==> src/rtl/adder_stim_pkg.sv <==
// adder_stim_pkg: shared types and constants for the adder stimulus/capture stage.
//   - state_t      : sweep FSM states
//   - DEF_*        : default parameter values
//   - exp_sum()    : behavioural reference a + b + cin, returned MAX_W+1 bits wide
package adder_stim_pkg;

  localparam int DEF_WIDTH    = 8;
  localparam int DEF_SETTLE_W = 4;
  localparam int DEF_RUN_W    = 16;
  localparam int DEF_ERR_W    = 16;

  // Reference width. Operands are zero-extended into it, so WIDTH must be < MAX_W.
  localparam int MAX_W        = 64;

  typedef enum logic [2:0] {
    S_IDLE,
    S_LAUNCH,
    S_SETTLE,
    S_CAPTURE,
    S_DONE
  } state_t;

  function automatic logic [MAX_W:0] exp_sum(input logic [MAX_W-1:0] a,
                                             input logic [MAX_W-1:0] b,
                                             input logic             cin);
    return {1'b0, a} + {1'b0, b} + {{MAX_W{1'b0}}, cin};
  endfunction

endpackage

==> src/rtl/adder_stim_capture_sat_counter.sv <==
// sat_counter: up counter that sticks at all-ones.
//   clk     : clock
//   reset   : synchronous active-high reset, clears count
//   i_clr   : synchronous clear (wins over increment)
//   i_inc   : increment request, ignored once saturated
//   o_cnt   : current count
module sat_counter #(
  parameter int W = 16
) (
  input  logic         clk,
  input  logic         reset,
  input  logic         i_clr,
  input  logic         i_inc,
  output logic [W-1:0] o_cnt
);

  logic [W-1:0] r_cnt;

  always_ff @(posedge clk) begin
    if (reset || i_clr)          r_cnt <= '0;
    else if (i_inc && ~&r_cnt)   r_cnt <= r_cnt + W'(1);
  end

  assign o_cnt = r_cnt;

endmodule

==> src/rtl/adder_stim_capture.sv <==
// adder_stim_capture: drives registered operands into an external adder,
// waits a programmable settle interval, captures sum/cout and checks them
// against a behavioural a+b+cin. A sweep runs run_len vectors with b
// incremented (mod 2^WIDTH) after each one.
//
// Ports:
//   clk, reset                     : clock, synchronous active-high reset
//   start                          : begin sweep (IDLE only)
//   a_in, b_in, cin_in             : operands latched at start
//   settle_cycles, run_len         : timing / vector count latched at start
//   adder_a, adder_b, adder_cin    : registered operands to the adder
//   adder_sum, adder_cout          : adder result
//   busy, done                     : status (done is a one-cycle pulse)
//   run_count, err_count           : vectors completed, saturating mismatches
//   last_sum, last_cout            : result of the most recent vector
//
// Optional build macro FIRST_FAIL_LOG_EN adds ff_valid/ff_a/ff_b/ff_cin/
// ff_sum/ff_cout, holding the first mismatching vector of the sweep.
module adder_stim_capture
  import adder_stim_pkg::*;
#(
  parameter int WIDTH    = DEF_WIDTH,
  parameter int SETTLE_W = DEF_SETTLE_W,
  parameter int RUN_W    = DEF_RUN_W,
  parameter int ERR_W    = DEF_ERR_W
) (
  input  logic                clk,
  input  logic                reset,
  input  logic                start,
  input  logic [WIDTH-1:0]    a_in,
  input  logic [WIDTH-1:0]    b_in,
  input  logic                cin_in,
  input  logic [SETTLE_W-1:0] settle_cycles,
  input  logic [RUN_W-1:0]    run_len,
  output logic [WIDTH-1:0]    adder_a,
  output logic [WIDTH-1:0]    adder_b,
  output logic                adder_cin,
  input  logic [WIDTH-1:0]    adder_sum,
  input  logic                adder_cout,
  output logic                busy,
  output logic                done,
  output logic [RUN_W-1:0]    run_count,
  output logic [ERR_W-1:0]    err_count,
  output logic [WIDTH-1:0]    last_sum,
`ifdef FIRST_FAIL_LOG_EN
  output logic                last_cout,
  output logic                ff_valid,
  output logic [WIDTH-1:0]    ff_a,
  output logic [WIDTH-1:0]    ff_b,
  output logic                ff_cin,
  output logic [WIDTH-1:0]    ff_sum,
  output logic                ff_cout
`else
  output logic                last_cout
`endif
);

  state_t              r_state, w_state_nxt;
  logic [WIDTH-1:0]    r_a, r_b;
  logic                r_cin;
  logic [SETTLE_W-1:0] r_settle, r_settle_cnt;
  logic [RUN_W-1:0]    r_run_len, r_run_count;
  logic [WIDTH-1:0]    r_last_sum;
  logic                r_last_cout;

  logic                w_latch, w_capture, w_mismatch;
  logic [RUN_W-1:0]    w_run_next;
  logic [MAX_W:0]      w_exp;

  assign w_run_next = r_run_count + RUN_W'(1);
  assign w_exp      = exp_sum(MAX_W'(r_a), MAX_W'(r_b), r_cin);
  // Zero-pad the adder result to the reference width rather than slicing it.
  assign w_mismatch = ({{(MAX_W-WIDTH){1'b0}}, adder_cout, adder_sum} != w_exp);

  always_ff @(posedge clk) begin
    if (reset) r_state <= S_IDLE;
    else       r_state <= w_state_nxt;
  end

  always_comb begin
    w_state_nxt = r_state;
    w_latch     = 1'b0;
    w_capture   = 1'b0;
    case (r_state)
      S_IDLE: if (start) begin
        w_latch     = 1'b1;
        w_state_nxt = (run_len == '0) ? S_DONE : S_LAUNCH;
      end
      S_LAUNCH:  w_state_nxt = S_SETTLE;
      S_SETTLE:  if (r_settle_cnt == '0) w_state_nxt = S_CAPTURE;
      S_CAPTURE: begin
        w_capture   = 1'b1;
        w_state_nxt = (w_run_next == r_run_len) ? S_DONE : S_LAUNCH;
      end
      S_DONE:    w_state_nxt = S_IDLE;
      default:   w_state_nxt = S_IDLE;
    endcase
  end

  always_ff @(posedge clk) begin
    if (reset) begin
      r_a          <= '0;
      r_b          <= '0;
      r_cin        <= 1'b0;
      r_settle     <= '0;
      r_settle_cnt <= '0;
      r_run_len    <= '0;
      r_run_count  <= '0;
      r_last_sum   <= '0;
      r_last_cout  <= 1'b0;
    end else begin
      if (w_latch) begin
        r_a         <= a_in;
        r_b         <= b_in;
        r_cin       <= cin_in;
        r_settle    <= settle_cycles;
        r_run_len   <= run_len;
        r_run_count <= '0;
      end
      if (r_state == S_LAUNCH) r_settle_cnt <= r_settle;
      else if (r_state == S_SETTLE && r_settle_cnt != '0)
        r_settle_cnt <= r_settle_cnt - SETTLE_W'(1);
      if (w_capture) begin
        r_last_sum  <= adder_sum;
        r_last_cout <= adder_cout;
        r_run_count <= w_run_next;
        // b only advances when another vector follows, so the final b stays visible.
        if (w_run_next != r_run_len) r_b <= r_b + WIDTH'(1);
      end
    end
  end

  sat_counter #(.W(ERR_W)) u_err_cnt (
    .clk   (clk),
    .reset (reset),
    .i_clr (w_latch),
    .i_inc (w_capture && w_mismatch),
    .o_cnt (err_count)
  );

`ifdef FIRST_FAIL_LOG_EN
  logic             r_ff_valid, r_ff_cin, r_ff_cout;
  logic [WIDTH-1:0] r_ff_a, r_ff_b, r_ff_sum;

  always_ff @(posedge clk) begin
    if (reset || w_latch) begin
      r_ff_valid <= 1'b0;
      r_ff_a     <= '0;
      r_ff_b     <= '0;
      r_ff_cin   <= 1'b0;
      r_ff_sum   <= '0;
      r_ff_cout  <= 1'b0;
    end else if (w_capture && w_mismatch && !r_ff_valid) begin
      r_ff_valid <= 1'b1;
      r_ff_a     <= r_a;
      r_ff_b     <= r_b;
      r_ff_cin   <= r_cin;
      r_ff_sum   <= adder_sum;
      r_ff_cout  <= adder_cout;
    end
  end

  assign ff_valid = r_ff_valid;
  assign ff_a     = r_ff_a;
  assign ff_b     = r_ff_b;
  assign ff_cin   = r_ff_cin;
  assign ff_sum   = r_ff_sum;
  assign ff_cout  = r_ff_cout;
`endif

  assign adder_a   = r_a;
  assign adder_b   = r_b;
  assign adder_cin = r_cin;
  assign busy      = (r_state != S_IDLE);
  assign done      = (r_state == S_DONE);
  assign run_count = r_run_count;
  assign last_sum  = r_last_sum;
  assign last_cout = r_last_cout;

endmodule

==> config.mk <==
export PLATFORM = sky130hd
export DESIGN_NAME = adder_stim_capture
export DESIGN_NICKNAME = d
export VERILOG_FILES = /design/src/rtl/adder_stim_pkg.sv /design/src/rtl/adder_stim_capture_sat_counter.sv /design/src/rtl/adder_stim_capture.sv
export SDC_FILE = /design/constraint.sdc
export NUM_CORES = 1
export LEC_CHECK = 0
export BUFFER_PORTS_ARGS = -buffer_cell sky130_fd_sc_hd__buf_2
export CORE_MARGIN = 5
export CORE_UTILIZATION = 25
export DETAILED_ROUTE_END_ITERATION = 16
export HOLD_SLACK_MARGIN = 0.1
export PLACE_DENSITY_LB_ADDON = 0.15
export RECOVER_POWER = 50
export REMOVE_ABC_BUFFERS = 1
export SLEW_MARGIN = 40
export SYNTH_ARGS = -nofsm -noshare
export SYNTH_HDL_FRONTEND = slang
export SYNTH_SLANG_ARGS = --single-unit
==> constraint.sdc <==
create_clock -name clk -period 3.49 [get_ports clk]
set_clock_uncertainty 0.05 [all_clocks]
set_input_delay 0.698 -clock clk [delete_from_list [all_inputs] [get_ports clk]]
set_output_delay 0.698 -clock clk [all_outputs]
set_load 0.02 [all_outputs]
==> results.txt, run 1 <==
----------------------------------------------------
[Status]
  Run status ... finished, final reports clean

[Clocking]
  Post-CTS setup buffers ... 0
  # resized after CTS ... 0
  Hold Buf Count CTS ... 0
  Max H-tree Level ... 3
  CTS Buf Count ... 9
  Total clock sinks ... 85
  Clock transition at path regs ... 60 ps
  CTS Buffer Depth ... 2
  Root Buffer Master ... clkbuf_16
  CTS tree ... done
  Worst-skew pair later-pin latency ... 350 ps

[Layout]
  Final antenna diode count ... 0
  Post-route cell area ... 5980 µm²
  Fillcell total ... 2145
  Number of nets in the layout ... 797
  Share of layout cells above drive strength 1 ... 0.141
  Area Overhead vs Synth ... 22.9%
  Number of standard cells in the layout, taps in and fillers out ... 1005

[Power and ir drop]
  Int Power ... 2110 µW
  Clk pwr share ... 0.355
  Static leakage ... 0.00219 µW
  Net Sw Frac ... 0.341
  Overall power of the completed layout ... 3200 µW
  Switching pwr ... 1090 µW
  Power density over cell area ... 536 nW/µm²
  VDD IR-drop max ... 0.000213 V
  Part of the power in combinational logic ... 0.276
  Part of the total power dissipated in sequential elements ... 0.370

[Setup path]
  Crit-path slowest cell ... dfxtp_1
  Critical setup path kind ... flip-flop to flip-flop
  CP endpoint kind ... flip-flop
  Depth of the most critical reg-to-reg path ... 8
  Worst Path Max Fanout ... 13
  Worst Setup Start Kind ... flip-flop
  CP Data Arrival Time ... 3400 ps
  Critical path data required time ... 3690 ps
  Delay of the slowest cell on the worst path ... 590 ps
  Cells along the critical path ... nand3_2 -> nor4_1 -> xnor2_1 -> nand4_1 -> or3_1 -> nor3_1 -> o21ai_0 -> a31oi_1
  R2R Setup Slk ... 290 ps
  End of the worst register-to-register path ... adder_b[5]
  Startpoint of the worst register-to-register path ... run_count[7]

[Synthesis]
  Leading cell types by total area after synthesis ... dfxtp_1 35%, nand2_1 9.3%, a21oi_1 7.9%, xnor2_1 4.7%, nor2_1 3.2%
  Fraction of registers with async set or reset after synthesis ... 0
  Number of unique standard cell types used by synthesis ... 58
  Post-Syn Instances ... 642
  Count of flip-flops with a built-in enable after synthesis ... 0
  Prevailing post-synth register cell ... dfxtp_1
  Most frequently used cell type in the post-synthesis netlist ... nand2_1
  Seq cells post-synth ... 85
  Synth warnings ... 0
  Area share of the leading cell type in the synthesized netlist ... 0.350
  Synth area leader ... dfxtp_1
  Most used standard cells in the synthesized netlist ... 120 x nand2_1, 85 x dfxtp_1, 77 x a21oi_1
  Post-synthesis sequential area ratio ... 0.350
  Avg Synthesized Cell Area ... 7.58 µm²
  Cell area after synthesis ... 4860 µm²

[Place]
  Global placement routability congestion ... 0.849
  Worst slack, placed ... 239 ps
  Sum of net half-perimeters after detailed placement ... 11.7 mm
  Placement Cell Area ... 5690 µm²
  Instance count after placement with tap cells included ... 989
  Port bufs ... 108

[STA]
  Count of pins over their slew limit ... 0
  Final critical-path required period ... 3200 ps
  Worst setup margin ... 294 ps
  Ratio of final minimum period to clock period ... 0.916
  Headroom to the max-slew limit ... 0.220
  Final setup fails ... 0
  Measured slew at the worst slew-check pin ... 1170 ps
  Hold_ws ... 403 ps
  Final Hold Fails ... 0
  RSZ-0062 raised after global routing ... no
  Maximum achievable frequency ... 0.313 GHz

[Die]
  Starting Density ... 0.252
  Chip Height ... 149 µm
  Full die area ... 22300 µm²
  I/O Pins ... 109
  Horizontal die dimension ... 149 µm
  # rows ... 51
  Std-Cell Core Area ... 19300 µm²

[Min path]
  Worst Hold Launch ... last_sum[2]
  Min-delay worst type ... flip-flop to flip-flop
  Hold path endpoint ... last_sum[2]
  Hold depth ... 2

[Drt]
  Vias ... 4944
  Via/cell ratio ... 4.92
  DR iter-0 viols ... 244
  Wire length per cell ... 15.7 µm
  Final antenna-violating net count ... 0
  Final routed wirelength across all metal layers ... 15.8 mm
  Detailed-router iteration count before antenna repair ... 4
  Final routed DRC violation total ... 0

[Global routing]
  Antenna violations before repair ... 0
  Largest net degree at the start of global routing ... 53
  Total overflow reported by the global router ... 0
  All-Layer GR Usage ... 0.140
  Via count of the first global-routing pass ... 4727
  First-pass GRT wire length ... 25.0 mm

[Job]
  Max-capacitance violation count ... 0

----------------------------------------------------
==> flip-flops by register name, summed over array words and instances (netlist names), 4 cells and up <==
register / cells
r_settle_cnt: 4
r_settle: 4
adder_a: 8
last_sum: 8
adder_b: 8
u_err_cnt.o_cnt: 16
r_run_len: 16
run_count: 16
==> layout by cell type, fill, tap and decap left out, types with 4 or more instances in the layout <==
| master | n |
|---|---|
| nand2_1 | 120 |
| o21ai_0 | 30 |
| or4_1 | 12 |
| nor3b_1 | 4 |
| a21oi_1 | 77 |
| xor2_1 | 15 |
| and3_1 | 12 |
| nand4_1 | 10 |
| nor2b_1 | 4 |
| clkbuf_1 | 51 |
| dfxtp_1 | 85 |
| inv_1 | 15 |
| o31ai_1 | 8 |
| ha_1 | 11 |
| buf_4 | 15 |
| a311oi_1 | 4 |
| nor2_1 | 42 |
| xnor2_1 | 26 |
| nor3_1 | 14 |
| clkbuf_16 | 9 |
| buf_2 | 59 |
| nand3_1 | 20 |
| nand2b_1 | 5 |
| or3_1 | 5 |
| o31a_1 | 4 |
| a211oi_1 | 7 |
| nor4_1 | 13 |
| a31oi_1 | 5 |
==> cell families after synthesis <==
kind of cell	share of synthesized area
buf+inv	0.0463
flops	0.350
compound gates	0.198
mux	0.00617
simple gates	0.289
fa+ha+maj	0.0365
xor+xnor	0.0738
==> worst max-delay path, delay by kind of cell, from the launching register on <==
kind / cells / cell delay (ps)
flops: 1 / 590
compound gates: 2 / 370
simple gates: 5 / 1920
xor+xnor: 1 / 180
==> per-layer routing <==
layer | GRT usage | share of wire | up-vias | wire [µm]
met2 | 0.226 | 0.45 | 126 | 7170
met4 | 0.0618 | 0.025 | 0 | 389
met1 | 0.182 | 0.47 | 2310 | 7450
met3 | 0.0288 | 0.049 | 25 | 777
li1 | - | - | 2483 | -
met5 | 0 | 0 | - | 0
==> power by group through the flow <==
stage	Clock, µW	Combinational, µW	Sequential (µW)
CTS	1170	913	1180
floorplan	0	561	1220
finish	1130	883	1180
global route	1210	1000	1200
global placement	0	898	1200
detailed placement	0	910	1200
==> per-stage QoR <==
step	TNS, ps	util
2_1_floorplan	-3840	-
3_3_place_gp	0	0.294
3_5_place_dp	0	0.294
4_1_cts	0	0.312
5_1_grt	0	0.309
6_report	0	0.309
==> how the worst max path moves through the flow <==
stage,from,to,depth (start not counted)
after global placement,run_count[7],adder_b[5],8
after floorplan,adder_b[0],u_err_cnt.o_cnt[1],10
final,run_count[7],adder_b[5],8
after global routing,run_count[7],adder_b[7],8
after CTS,adder_b[0],u_err_cnt.o_cnt[7],13
after detailed placement,adder_b[0],u_err_cnt.o_cnt[8],13
==> area by class of cell <==
type	instances	area (µm²)	area share
sequential	85	1700	0.285
inverter	15	56.3	0.00942
clock buffer	12	246	0.0412
timing repair buffer	124	597	0.0999
clock inverter	4	95.1	0.0159
multi-input combinational	500	2950	0.493
tap	265	332	0.0555
No activity file was read; power rests on OpenSTA's default activity.
==> inputs of run 2 (changes only) <==
--- a/config.mk
+++ b/config.mk
@@ -6,9 +6,10 @@
 export NUM_CORES = 1
 export LEC_CHECK = 0
 export BUFFER_PORTS_ARGS = -buffer_cell sky130_fd_sc_hd__buf_2
-export CORE_MARGIN = 5
 export CORE_UTILIZATION = 25
+export CTS_BUF_LIST = sky130_fd_sc_hd__clkbuf_8
 export DETAILED_ROUTE_END_ITERATION = 16
+export GPL_ROUTABILITY_DRIVEN = 0
 export HOLD_SLACK_MARGIN = 0.1
 export PLACE_DENSITY_LB_ADDON = 0.15
 export RECOVER_POWER = 50
==> run 2 against run 1 <==
Compared with the run above:
- the run now ends with capacitance limit, slew limit left
- critical endpoint is now u_err_cnt.o_cnt[3]
- maximum frequency shrank 1.7%
- largest cell class unchanged
- via count shrank 1.2%
- first-iteration DRC count increased by 6.1%
- design area fell by 3.0%
- worst hold slack improved by 1.5 ps
- combinational power is 0.9% higher
- sequential share of layout area rose by 0.89 points
- worst setup slack worse by 56 ps
==> results.txt, run 2 (same netlist as run 1, synthesis figures left out) <==
----------------------------------------------------
[Place]
  Sum of net half-perimeters after detailed placement ... 11.0 mm
  Instance count after placement with tap cells included ... 984
  Worst slack, placed ... 261 ps
  Port bufs ... 108

[Status]
  Failing checks ... capacitance limit, slew limit
  Run status ... finished with violations

[Layout]
  Most common cell after layout, fill and taps aside ... nand2_1
  Area Overhead vs Synth ... 19.2%
  Share of layout cells above drive strength 1 ... 0.133
  Number of nets in the layout ... 797
  Fillcell total ... 2123
  Most used cells in the layout excluding fill and tap cells ... 120 x nand2_1, 85 x dfxtp_1, 77 x a21oi_1
  Number of standard cells in the layout, taps in and fillers out ... 1000

[Drt]
  Final antenna-violating net count ... 0
  DR iter-0 viols ... 259
  Via/cell ratio ... 4.88
  Final routed wirelength across all metal layers ... 15.1 mm
  Detailed-router iteration count before antenna repair ... 4
  Final routed DRC violation total ... 0
  Wire length per cell ... 15.1 µm
  Vias ... 4884

[Die]
  Starting Density ... 0.257
  Horizontal die dimension ... 141 µm
  I/O Pins ... 109
  Std-Cell Core Area ... 18900 µm²
  Chip Height ... 141 µm
  Full die area ... 20000 µm²
  # rows ... 50

[Setup path]
  Sum of buffers and inverters on the critical path ... 3
  End of the worst register-to-register path ... u_err_cnt.o_cnt[3]
  Delay of the slowest cell on the worst path ... 490 ps
  Depth of the most critical reg-to-reg path ... 13
  Worst Path Max Fanout ... 25
  Worst Setup Start Kind ... flip-flop
  Startpoint of the worst register-to-register path ... adder_b[0]
  R2R Setup Slk ... 240 ps
  Critical path data required time ... 3730 ps
  Crit-path slowest cell ... or4_1
  CP Data Arrival Time ... 3500 ps
  CP endpoint kind ... flip-flop
  Critical path's top delay family ... simple AND/OR/NAND/NOR gates
  Critical setup path kind ... flip-flop to flip-flop
  Cells along the critical path ... inv_1 -> fa_1 -> inv_1 -> fa_1 -> a211oi_1 -> nor2_1 -> xor2_1 -> mux2i_1 -> nand4b_1 -> o31ai_2 -> buf_12 -> or4_1 -> a21oi_1

[STA]
  Ratio of final minimum period to clock period ... 0.932
  Final critical-path required period ... 3250 ps
  Measured slew at the worst slew-check pin ... 1600 ps
  Maximum achievable frequency ... 0.308 GHz
  Headroom to the max-slew limit ... -0.0646
  Count of pins over their slew limit ... 71
  Worst setup margin ... 238 ps
  RSZ-0062 raised after global routing ... no
  Final Hold Fails ... 0
  Final setup fails ... 0
  Hold_ws ... 405 ps

[Power and ir drop]
  Int Power ... 1660 µW
  Static leakage ... 0.00208 µW
  Switching pwr ... 1050 µW
  Part of the power in combinational logic ... 0.329
  Net Sw Frac ... 0.388
  VDD IR-drop max ... 0.000221 V
  Part of the total power dissipated in sequential elements ... 0.435
  Clk pwr share ... 0.237
  Power density over cell area ... 468 nW/µm²
  Overall power of the completed layout ... 2710 µW

[Global routing]
  Total overflow reported by the global router ... 0
  Antenna violations before repair ... 0
  All-Layer GR Usage ... 0.155
  First-pass GRT wire length ... 24.4 mm
  Via count of the first global-routing pass ... 4621
  Largest net degree at the start of global routing ... 71

[Clocking]
  Post-CTS setup buffers ... 0
  Max H-tree Level ... 3
  Worst-skew pair later-pin latency ... 380 ps
  Root Buffer Master ... clkbuf_8
  CTS Buf Count ... 9
  CTS tree ... done
  Total clock sinks ... 85
  Clock transition at path regs ... 90 ps
  CTS Buffer Depth ... 2

[Min path]
  Hold depth ... 2
  Hold path endpoint ... last_sum[2]
  Worst Hold Launch ... last_sum[2]
  Min-delay worst type ... flip-flop to flip-flop

[Job]
  Max-capacitance violation count ... 1

----------------------------------------------------
run 2: cell count changes in the layout (fill, tap and decap cells not counted), sizes merged:
cell,delta
diode,+1
bufinv,-3
clkinv,+3
clkinvlp,+1
buf,-6
clkbuf,+4
run 2: area by class of cell:
cell class | instances | area, µm² | area share
repair buffers | 124 | 597 | 0.103
well taps | 260 | 325 | 0.0561
clock buffers | 10 | 138 | 0.0237
clock inverters | 5 | 27.5 | 0.00475
multi-input cells | 500 | 2950 | 0.509
diodes | 1 | 2.50 | 0.000432
inverters | 15 | 56.3 | 0.00972
flip-flops and latches | 85 | 1700 | 0.294
run 2: per-stage QoR:
stage                     area [µm²]   util  TNS, ps
after global placement          5710  0.302        0
after CTS                       5880  0.311        0
final                           5800  0.307        0
after detailed placement        5710  0.302        0
after floorplan                 4690      -    -3840
after global routing            5790  0.307        0
run 2: worst min-delay path: cells and delay by family, from the launching register on:
kind,cells,cell delay (ps)
simple gates,1,50
compound gates,1,50
flops,1,310
run 2: what timing repair did:
action / in CTS / in global routing
resized for setup: 0 / 1
endpoints found under the setup margin: 0 / 3
hold buffers: 0 / 0
run 2: power by group through the flow:
| stage | clock, µW | combinational (µW) | sequential [µW] |
|---|---|---|---|
| floorplan | 0 | 561 | 1220 |
| global placement | 0 | 905 | 1200 |
| detailed placement | 0 | 915 | 1200 |
| CTS | 689 | 918 | 1180 |
| global route | 714 | 1000 | 1200 |
| finish | 641 | 891 | 1180 |
run 2: routing by layer:
layer | part of all wire | global-route usage
met1 | 0.48 | 0.205
met2 | 0.46 | 0.257
met3 | 0.046 | 0.0310
met4 | 0.011 | 0.0430
met5 | 0 | 0
run 2: worst max path at each step:
stage | start | end | slack (ps) | cells after the start
3_3_place_gp | run_count[0] | adder_b[5] | 320 | 9
3_5_place_dp | adder_b[0] | u_err_cnt.o_cnt[3] | 260 | 13
6_report | adder_b[0] | u_err_cnt.o_cnt[3] | 240 | 13
5_1_grt | adder_b[0] | u_err_cnt.o_cnt[3] | 2 | 13
4_1_cts | adder_b[0] | u_err_cnt.o_cnt[3] | 220 | 13
2_1_floorplan | adder_b[0] | u_err_cnt.o_cnt[1] | -310 | 10
